### src/rtl/merge16_sequencer.sv
`default_nettype none
// ============================================================================
// merge16_sequencer : packs two sorted 8-key runs for the odd-even merge
//                     network, captures the merged frame and streams it out.
// Revision: 1.0
// ============================================================================
module merge16_sequencer #(
    parameter int WIDTH = 3,
    parameter int N     = 8
) (
    input  logic                 clk,
    input  logic                 rst,
    input  logic                 in_valid,
    input  logic [WIDTH-1:0]     in_data,
    output logic                 in_ready,
    input  logic                 abort,
    output logic [2*N*WIDTH-1:0] inba,
    input  logic [2*N*WIDTH-1:0] c,
    output logic                 out_valid,
    output logic [WIDTH-1:0]     out_data,
    input  logic                 out_ready,
    output logic                 out_last,
    output logic                 order_err,
    output logic [7:0]           frames_done
);

    localparam int FRAME = 2 * N;
    localparam int IDX_W = $clog2(FRAME);
    localparam logic [IDX_W-1:0] LAST_IDX  = IDX_W'(FRAME - 1);
    localparam logic [IDX_W-1:0] RUN_B_IDX = IDX_W'(N);

    typedef enum logic [1:0] {
        LOAD    = 2'd0,
        SETTLE  = 2'd1,
        CAPTURE = 2'd2,
        DRAIN   = 2'd3
    } state_t;

    state_t           state_q, state_d;
    logic [IDX_W-1:0] idx_q, idx_d;
    logic [WIDTH-1:0] slot_q   [FRAME];
    logic [WIDTH-1:0] slot_d   [FRAME];
    logic [WIDTH-1:0] result_q [FRAME];
    logic [WIDTH-1:0] result_d [FRAME];
    logic [WIDTH-1:0] prev_q, prev_d;
    logic             order_err_q, order_err_d;
    logic [7:0]       frames_q, frames_d;
    logic             live_q;
    logic             in_fire;
    logic             out_fire;

    // live_q keeps in_ready low until the first edge after reset release.
    assign in_ready    = live_q && (state_q == LOAD);
    assign out_valid   = (state_q == DRAIN);
    assign out_data    = out_valid ? result_q[idx_q] : '0;
    assign out_last    = out_valid && (idx_q == LAST_IDX);
    assign order_err   = order_err_q;
    assign frames_done = frames_q;
    assign in_fire     = in_valid && in_ready;
    assign out_fire    = out_valid && out_ready;

    for (genvar k = 0; k < FRAME; k++) begin : g_pack
        assign inba[k*WIDTH +: WIDTH] = slot_q[k];
    end

    always_comb begin
        state_d     = state_q;
        idx_d       = idx_q;
        slot_d      = slot_q;
        result_d    = result_q;
        prev_d      = prev_q;
        order_err_d = order_err_q;
        frames_d    = frames_q;

        if (abort) begin
            state_d     = LOAD;
            idx_d       = '0;
            order_err_d = 1'b0;
        end else begin
            case (state_q)
                LOAD: begin
                    if (in_fire) begin
                        slot_d[idx_q] = in_data;
                        prev_d        = in_data;
                        // First key of each run starts a fresh ordering check.
                        if (idx_q == '0) begin
                            order_err_d = 1'b0;
                        end else if ((idx_q != RUN_B_IDX) && (in_data < prev_q)) begin
                            order_err_d = 1'b1;
                        end
                        if (idx_q == LAST_IDX) begin
                            idx_d   = '0;
                            state_d = SETTLE;
                        end else begin
                            idx_d = idx_q + 1'b1;
                        end
                    end
                end
                SETTLE: begin
                    state_d = CAPTURE;
                end
                CAPTURE: begin
                    for (int k = 0; k < FRAME; k++) begin
                        result_d[k] = c[k*WIDTH +: WIDTH];
                    end
                    state_d = DRAIN;
                end
                DRAIN: begin
                    if (out_fire) begin
                        if (idx_q == LAST_IDX) begin
                            idx_d    = '0;
                            state_d  = LOAD;
                            frames_d = frames_q + 8'd1;
                        end else begin
                            idx_d = idx_q + 1'b1;
                        end
                    end
                end
                default: begin
                    state_d = LOAD;
                    idx_d   = '0;
                end
            endcase
        end
    end

    always_ff @(posedge clk or negedge rst) begin
        if (!rst) begin
            state_q     <= LOAD;
            idx_q       <= '0;
            prev_q      <= '0;
            order_err_q <= 1'b0;
            frames_q    <= 8'd0;
            live_q      <= 1'b0;
            for (int k = 0; k < FRAME; k++) begin
                slot_q[k]   <= '0;
                result_q[k] <= '0;
            end
        end else begin
            state_q     <= state_d;
            idx_q       <= idx_d;
            prev_q      <= prev_d;
            order_err_q <= order_err_d;
            frames_q    <= frames_d;
            live_q      <= 1'b1;
            slot_q      <= slot_d;
            result_q    <= result_d;
        end
    end

endmodule
`default_nettype wire

### config.mk
export PLATFORM = sky130hd
export DESIGN_NAME = merge16_sequencer
export DESIGN_NICKNAME = d
export VERILOG_FILES = /design/src/rtl/merge16_sequencer.sv
export SDC_FILE = /design/constraint.sdc
export NUM_CORES = 1
export LEC_CHECK = 0
export CAP_MARGIN = 15
export CORE_MARGIN = 5
export CORE_UTILIZATION = 56
export CTS_BUF_LIST = sky130_fd_sc_hd__clkbuf_2
export CTS_CLUSTER_DIAMETER = 100
export CTS_CLUSTER_SIZE = 10
export DETAILED_ROUTE_END_ITERATION = 6
export PLACE_DENSITY = 0.95
export SETUP_SLACK_MARGIN = 0.05
export SYNTH_ARGS = -nofsm -noshare
export SYNTH_HDL_FRONTEND = slang
export SYNTH_SLANG_ARGS = --single-unit
### constraint.sdc
create_clock -name clk -period 4.9 [get_ports clk]
set_clock_uncertainty 0.15 [all_clocks]
set_input_delay 0.735 -clock clk [delete_from_list [all_inputs] [get_ports clk]]
set_output_delay 0.735 -clock clk [all_outputs]
set_load 0.01 [all_outputs]
==> results of run 1 <==
## cells by family (layout without fill, tap and decap cells)
family / Yosys count / in the layout / share of synthesized area
AOI/OAI and AO/OA: 15 / 15 / 0.0199
xor gates and xnor gates: 8 / 8 / 0.0138
adders and majority gates: 10 / 10 / 0.0246
buffers and inverters: 21 / 156 / 0.0177
DFF: 115 / 115 / 0.566
muxes: 120 / 120 / 0.291
other: 1 / 1 / 0.000737
and+or+nand+nor: 62 / 62 / 0.0669
## power by group
group | switching (mW) | internal, mW
logic | 0.194 | 0.354
registers | 0.133 | 1.14
clock network | 0.316 | 0.166
total | 0.642 | 1.66
## critical path: stages, from the launching register on
cell and delay, ns:
dfrtp_1 0.98, mux4_2 0.60, a22oi_1 0.19, o21ai_0 0.14, clkdlybuf4s50_1 0.51
## per-layer routing
layer	GRT usage	part of all wire
met1	0.254	0.41
met5	0	0
met2	0.350	0.50
met4	0.0703	0.017
met3	0.0672	0.069
## path summary, 6_finish.rpt
path | from | slack [ns] | end | cells past startpoint
hold / removal | rst | 0.13 | inba[15] | 1
setup / recovery | idx_q[0] | 0.99 | out_data[0] | 4
max in group asynchronous | rst | 3.44 | result_q[46] | 2
setup reg to reg | idx_q[0] | 2.19 | state_q[0] | 5
hold reg to reg | frames_done[7] | 0.33 | frames_done[7] | 1
min in group clk | frames_done[7] | 0.33 | frames_done[7] | 1
## cells in the mapped netlist, types with 2 or more instances
cell	number	area (µm²)
and2_1	4	25.0
clkbuf_1	5	18.8
a22oi_1	3	22.5
nand3_1	3	15.0
ha_1	10	125
nor2b_1	3	18.8
a21oi_1	3	15.0
mux2_2	101	1140
buf_1	2	7.51
nand2_1	23	86.3
buf_2	6	30.0
nand2b_1	4	25.0
and3_1	3	18.8
nand4_1	4	25.0
nor2_1	11	41.3
o21ai_0	3	15.0
dfrtp_1	115	2880
mux4_2	12	270
mux2i_1	7	70.1
o21a_1	2	15.0
xnor2_1	7	61.3
inv_1	7	26.3
## per-stage QoR
step | setup slack (ns) | instance area (µm²)
global route | 0.738 | 6520
floorplan | 2.40 | 5090
global placement | 1.71 | 6360
CTS | 0.951 | 6520
finish | 0.995 | 6520
detailed placement | 1.63 | 6360
## final cells by class
cell class | instances | area [µm²]
Clock buffer | 19 | 95.1
Clock inverter | 10 | 70.1
Fill cell | 581 | 2280
Inverter | 7 | 26.3
Multi-Input combinational cell | 216 | 2130
Sequential cell | 115 | 2880
Tap cell | 108 | 135
Timing Repair Buffer | 120 | 1190
## flip-flops by register name, indices dropped and copies added, names as in the netlist
signal       flops
order_err        1
frames_done      8
idx_q            4
prev_q           3
inba            48
live_q           1
state_q          2
result_q        48
==> metrics.txt, run 1 <==
status finished clean; Critical Path RT 4.01 ns; startpoint types register; Core Area just under 9000 µm²; unrepaired setup endpoints after global routing no; CTS resizes 0; Fin Setup TNS 0 ns; area of the die 11100 µm²; CTS tree built; DRT Wirelength 11000 µm; leakage power 3.02 nW; total track usage 0.208; commonest non-fill, non-tap cell in the layout clkdlybuf4s50_1; FP Rows 34; period utilisation layout 0.797; highest clock rate 256 MHz; DRT Pass-1 Iters 4; clk root buf clkbuf_2; Post-CTS Setup Inserts 0; minimum hold slack 0.126 ns; Final HPWL DP 8260 µm; die outline height 105 µm; clk slew on worst S/H paths 0.15 ns; Final Power around 2.3 mW; initial antenna violation count 0; Ys Warns 0; vias in the first global route 3638; maximum number of pins on one net before global-route repair 82; H-tree levels 4; ys flop type dfrtp_1; final core occ 0.741; post-synthesis sequential area ratio 0.566; synthesized area 5090 µm²; Initial Util 0.578; Min Clock Period, post-route 3.91 ns; first-pass GRT wire length 18200 µm; ANT nets after route 0; worst relative slew slack 0.339; Avg Vias per Cell 5.56; Max IR drop VDD around 220 µV; Fin. Hold Viols 0; HP Class in -> async; commonest non-fill, non-tap cells in the layout clkdlybuf4s50_1 (117), dfrtp_1 (115), mux2_2 (101); Pwr Density 352 nW/µm²; clk sinks roughly 120; Post-synth EDFFs 0; I/O Buffers 118; nets@finish between 500 and 600; Cells after DPL about 570; Clk Latency, worst-skew pair 0.60 ns; I/O pin cnt approximately 120; TritonCTS Buffers 17; hold_buf cts 0; syn avg cell area 14.4 µm²; Syn-to-layout area delta 28.3%; drt initial violations 95; crit end category output port; Netlist cell types 36; Yosys reg bits 115; asr flop ratio synth 1.00; Max-Cap Viols 0; layout cells sized above 1 0.298; Finish-stage setup viols 0; type of the worst setup path reg -> out; DR vias 3310; n_diodes 0; Slew @ Worst Pin 0.991 ns; DIE WIDTH approximately 110 µm; routed length per instance 18.5 µm; syn nets 418; CP max FO 18; DRC violations left 0; final cell count without fillers 595; Critical Path AT 3.02 ns; Cells after Synth roughly 350; Final Wtd Congestion 0.816; Max clock buf depth 2; Overflow after GRT 0; Slew Viols, Final 0
No activity file was read; power rests on OpenSTA's default activity.
==> run 2, diff against run 1 <==
--- a/config.mk
+++ b/config.mk
@@ -7,12 +7,12 @@
 export LEC_CHECK = 0
 export CAP_MARGIN = 15
 export CORE_MARGIN = 5
-export CORE_UTILIZATION = 56
+export CORE_UTILIZATION = 52
 export CTS_BUF_LIST = sky130_fd_sc_hd__clkbuf_2
 export CTS_CLUSTER_DIAMETER = 100
 export CTS_CLUSTER_SIZE = 10
 export DETAILED_ROUTE_END_ITERATION = 6
-export PLACE_DENSITY = 0.95
+export PLACE_DENSITY = 0.92
 export SETUP_SLACK_MARGIN = 0.05
 export SYNTH_ARGS = -nofsm -noshare
 export SYNTH_HDL_FRONTEND = slang
==> constraint.sdc (replaced) <==
create_clock -name clk -period 3.93 [get_ports clk]
set_clock_uncertainty 0.15 [all_clocks]
set_input_delay 0.5895 -clock clk [delete_from_list [all_inputs] [get_ports clk]]
set_output_delay 0.5895 -clock clk [all_outputs]
set_load 0.01 [all_outputs]
==> run 2 against run 1 <==
Net effect:
- via count up 0.82%
- cell count up 5.4%
- largest power group unchanged
- largest cell class unchanged
- combinational power up 29%
- core utilization down 4.7 points
- global-route usage down 0.96 points
- worst setup slack worse by 0.62 ns
- sequential power up 23%
- first-iteration DRC count up 35%
- non-clock buffer count up 4
==> metrics.txt, run 2 (same netlist as run 1, synthesis figures left out) <==
FP Rows 36; Register Area 2880 µm²; commonest non-fill, non-tap cells in the layout clkdlybuf4s50_1 (117), dfrtp_1 (115), mux2_2 (101); Sw Pwr 0.875 mW; Min Clock Period, post-route 3.56 ns; clk slew on worst S/H paths 0.18 ns; Finish-stage setup viols 0; leakage power just over 3 nW; hold_buf cts 1; Max-Cap Viols 0; DIE WIDTH 109 µm; nets@finish 547; ANT nets after route 0; Pint 2.22 mW; Hold Crit Endpoint frames_done[7]; fillers 665; drt initial violations between 100 and 150; Slew @ Worst Pin 0.897 ns; WHS Path Cells 1; CP max FO 15; DRT Pass-1 Iters 4; layout cells sized above 1 0.316; H-tree levels 4; Final HPWL DP 8100 µm; Max clock buf depth 2; status finished clean; multi-input logic area roughly 2100 µm²; Fin. Hold Viols 0; CTS tree built; Final Wtd Congestion 0.787; FF-to-FF path depth 6; Place WS about 1.1 ns; Switching Fraction 0.282; r2r setup slk 1.49 ns; CTS resizes 0; Core Area 9640 µm²; initial antenna violation count 0; commonest non-fill, non-tap cell in the layout clkdlybuf4s50_1; vias in the first global route 3557; period utilisation layout 0.905; r2r endpoint state_q[0]; Gate power share 0.228; I/O Buffers 118; unrepaired setup endpoints after global routing no; Post-CTS Setup Inserts 0; total track usage 0.198; TritonCTS Buffers 17; setup ws final 0.373 ns; DR vias 3337; power share of the sequential group 0.504; first-pass GRT wire length ~18000 µm; Syn-to-layout area delta 31.5%; Fin Setup TNS 0 ns; Clk Latency, worst-skew pair 0.63 ns; Slew Viols, Final 0; Max IR drop VDD around 260 µV; DRT Wirelength between 10000 and 15000 µm; worst relative slew slack 0.402; Overflow after GRT 0; Critical Path RT 3.19 ns; Critical Path AT 2.82 ns; reg-to-reg startpoint idx_q[0]; HP Class reg -> reg; n_diodes 0; type of the worst setup path reg -> out; Avg Vias per Cell 5.32; die outline height 109 µm; highest clock rate 281 MHz; Worst Min Path Start frames_done[7]; Initial Util 0.528; startpoint types register; I/O pin cnt between 100 and 150; Pwr Density 463 nW/µm²; clk root buf clkbuf_2; maximum number of pins on one net before global-route repair 74; crit end category output port; DRC violations left 0; clk sinks 115; routed length per instance 17.4 µm; area of the die 11900 µm²; clock share of power 0.268
==> run 2: cell count changes in the layout (fill, tap and decap cells not counted), sizes merged <==
cell and change:
buf +3, bufinv +2, clkbuf -2, dlygate4sd3 +1, inv +3
==> run 2: area by class of cell <==
| class | count | area share |
|---|---|---|
| inverters | 7 | 0.00393 |
| clock buffers | 17 | 0.0127 |
| flip-flops and latches | 115 | 0.430 |
| multi-input cells | 216 | 0.318 |
| repair buffers | 124 | 0.183 |
| clock inverters | 15 | 0.0271 |
| well taps | 133 | 0.0249 |
==> run 2: power by group through the flow <==
stage	Clock, mW	Combinational (mW)	Sequential, mW
final	0.831	0.707	1.56
after global routing	0.909	0.771	1.59
after CTS	0.851	0.716	1.56
after detailed placement	0	0.713	1.59
after global placement	0	0.687	1.57
after floorplan	0	0.432	1.55
==> run 2: metal layers <==
| metal | global-route usage | wire length, µm | vias to the layer above |
|---|---|---|---|
| li1 | - | - | 1524 |
| met1 | 0.260 | 4600 | 1684 |
| met2 | 0.321 | 5420 | 120 |
| met3 | 0.0586 | 803 | 9 |
| met4 | 0.0586 | 74 | 0 |
| met5 | 0 | 0 | - |
==> run 2: stage by stage <==
step                power, mW  utilization  cell area [µm²]  hold WS, ns  instances
floorplan                1.98            -             5090        0.144        352
global placement         2.26        0.665             6410        0.312        594
finish                   3.10        0.694             6690        0.334        627
detailed placement       2.30        0.665             6410        0.314        594
global route             3.27        0.694             6690        0.324        627
CTS                      3.13        0.694             6690        0.340        627
==> run 2: worst max-delay path: stages, from the launching register on <==
cell             delay [ns]
dfrtp_1                0.47
buf_4                  0.30
mux4_2                 0.53
a22oi_1                0.20
o21ai_0                0.17
clkdlybuf4s50_1        0.51
==> run 2: worst max path at each step <==
stage | start | slack [ns] | cells past startpoint | endpoint
after floorplan | idx_q[0] | 1.58 | 5 | out_data[0]
after global placement | idx_q[0] | 1.16 | 5 | out_data[1]
after detailed placement | idx_q[0] | 1.05 | 5 | out_data[0]
after CTS | idx_q[0] | 0.30 | 5 | out_data[0]
after global routing | idx_q[0] | 0.12 | 5 | out_data[0]
final | idx_q[0] | 0.37 | 5 | out_data[0]
==> run 3, diff against run 2 <==
--- a/config.mk
+++ b/config.mk
@@ -5,7 +5,7 @@
 export SDC_FILE = /design/constraint.sdc
 export NUM_CORES = 1
 export LEC_CHECK = 0
-export CAP_MARGIN = 15
+export CAP_MARGIN = 20
 export CORE_MARGIN = 5
 export CORE_UTILIZATION = 52
 export CTS_BUF_LIST = sky130_fd_sc_hd__clkbuf_2
@@ -14,6 +14,7 @@
 export DETAILED_ROUTE_END_ITERATION = 6
 export PLACE_DENSITY = 0.92
 export SETUP_SLACK_MARGIN = 0.05
+export SLEW_MARGIN = 20
 export SYNTH_ARGS = -nofsm -noshare
 export SYNTH_HDL_FRONTEND = slang
 export SYNTH_SLANG_ARGS = --single-unit
==> constraint.sdc (replaced) <==
create_clock -name clk -period 3.3 [get_ports clk]
set_clock_uncertainty 0.15 [all_clocks]
set_input_delay 0.495 -clock clk [delete_from_list [all_inputs] [get_ports clk]]
set_output_delay 0.495 -clock clk [all_outputs]
set_load 0.01 [all_outputs]
==> run 3 against run 2 <==
Net effect:
- core utilization is 0.44 points higher
- critical endpoint is now out_last
- cell area up 0.64%
- via count up 0.51%
- largest cell class unchanged
- sequential power rose by 19%
- clock power increased by 12%
- combinational power increased by 24%
- non-clock buffer count rose by 3
- worst setup slack worse by 0.14 ns
==> metrics.txt, run 3 (same netlist as run 1, synthesis figures left out) <==
total track usage 0.205; Min Clock Period, post-route 3.07 ns; Critical Path AT 2.42 ns; first-pass GRT wire length between 15000 and 20000 µm; Sw Pwr 1.08 mW; period utilisation layout 0.930; Initial Util 0.528; type of the worst setup path reg -> out; vias in the first global route 3699; maximum number of pins on one net before global-route repair 63; Final Wtd Congestion between 0.8 and 0.9; HP Class in -> reg; CTS tree built; clock share of power 0.254; minimum hold slack around 0.29 ns; Fin Setup TNS 0 ns; CP max stage delay 0.54 ns; routed length per instance 18.1 µm; commonest non-fill, non-tap cell in the layout clkdlybuf4s50_1; Finish-stage setup viols 0; Clk Latency, worst-skew pair between 0.6 and 0.7 ns; FP Rows 36; Core Area 9640 µm²; DRT Pass-1 Iters 4; Pwr Density 544 nW/µm²; Gate power share 0.238; Avg Vias per Cell approximately 5.3; Syn-to-layout area delta 32.3%; Slowest-stage cell, CP clkdlybuf4s50_1; highest clock rate 326 MHz; Place WS 0.693 ns; Fin. Hold Viols 0; clk sinks 115; startpoint types register; commonest non-fill, non-tap cells in the layout clkdlybuf4s50_1 (114), dfrtp_1 (113), mux2_2 (101); n_diodes 0; layout cells sized above 1 0.328; Slew Viols, Final 0; area of the die 11900 µm²; ANT nets after route 0; initial antenna violation count 0; status finished clean; DRT Wirelength 11400 µm; fillers roughly 690; unrepaired setup endpoints after global routing no; Overflow after GRT 0; nets@finish 550; drt initial violations 126; Slew @ Worst Pin 0.781 ns; Max-Cap Viols 0; DIE WIDTH approximately 110 µm; clk root buf clkbuf_2; power share of the sequential group 0.508; leakage power 3.12 nW; DR vias between 3000 and 4000; I/O Buffers 118; I/O pin cnt approximately 120; crit end category output port; Switching Fraction 0.294; DRC violations left 0; Critical Path RT 2.65 ns; Max clock buf depth 2; TritonCTS Buffers 17; Pint 2.59 mW; final core occ 0.698; die outline height 109 µm; H-tree levels 4; critical-path cell list buf_12, ha_2, and3_1, and2_1, clkdlybuf4s50_1; setup ws final 0.231 ns; Final HPWL DP about 8500 µm; worst relative slew slack 0.479; Max IR drop VDD 350 µV; CP max FO 18; clk slew on worst S/H paths approximately 0.19 ns
run 3: path summary, 6_finish.rpt:
check	from	cells after the start	slack, ns	to
min in group asynchronous	rst	2	0.32	idx_q[1]
setup / recovery	idx_q[0]	5	0.23	out_last
setup reg to reg	state_q[0]	6	1.06	inba[16]
max in group asynchronous	rst	3	1.92	inba[12]
hold reg to reg	frames_done[7]	1	0.34	frames_done[7]
hold / removal	c[43]	2	0.29	result_q[4]
run 3: stage by stage:
stage	area (µm²)	total power, mW	std cells
6_report	6730	3.66	630
5_1_grt	6730	3.85	630
2_1_floorplan	5090	2.36	352
3_3_place_gp	6450	2.71	596
4_1_cts	6720	3.69	629
3_5_place_dp	6450	2.76	596
run 3: cell type report:
| class | count | area, µm² | area share |
|---|---|---|---|
| Clock buffer | 17 | 85.1 | 0.0126 |
| Clock inverter | 15 | 159 | 0.0236 |
| Inverter | 7 | 26.3 | 0.00390 |
| Multi-Input combinational cell | 216 | 2130 | 0.316 |
| Sequential cell | 115 | 2880 | 0.428 |
| Tap cell | 133 | 166 | 0.0247 |
| Timing Repair Buffer | 127 | 1290 | 0.191 |
run 3: repair_timing:
item | in CTS | in global routing
endpoints found under the hold margin | 61 | 0
gates resized for setup | 6 | 3
setup endpoints to repair | 4 | 2
hold buffers | 1 | 0
setup buffers | 0 | 1
pin swaps | 0 | 0
run 3: routing by layer:
metal,global-route usage,share of wire,up-vias
li1,-,-,1529
met2,0.347,0.51,125
met5,0,0,-
met1,0.262,0.42,1686
met3,0.0503,0.067,14
met4,0.0631,0.011,0
run 3: worst max-delay path, delay by kind of cell (launching register included):
kind / cells / cell delay (ns)
fa+ha+maj: 1 / 0.25
buf+inv: 2 / 0.72
flops: 1 / 0.42
simple gates: 2 / 0.38
run 3: power by group through the flow:
stage	Combinational, mW	Sequential [mW]	Clock, mW
after floorplan	0.514	1.84	0
after global placement	0.824	1.88	0
after detailed placement	0.864	1.90	0
after CTS	0.878	1.87	0.947
after global routing	0.953	1.89	1.01
final	0.874	1.86	0.930
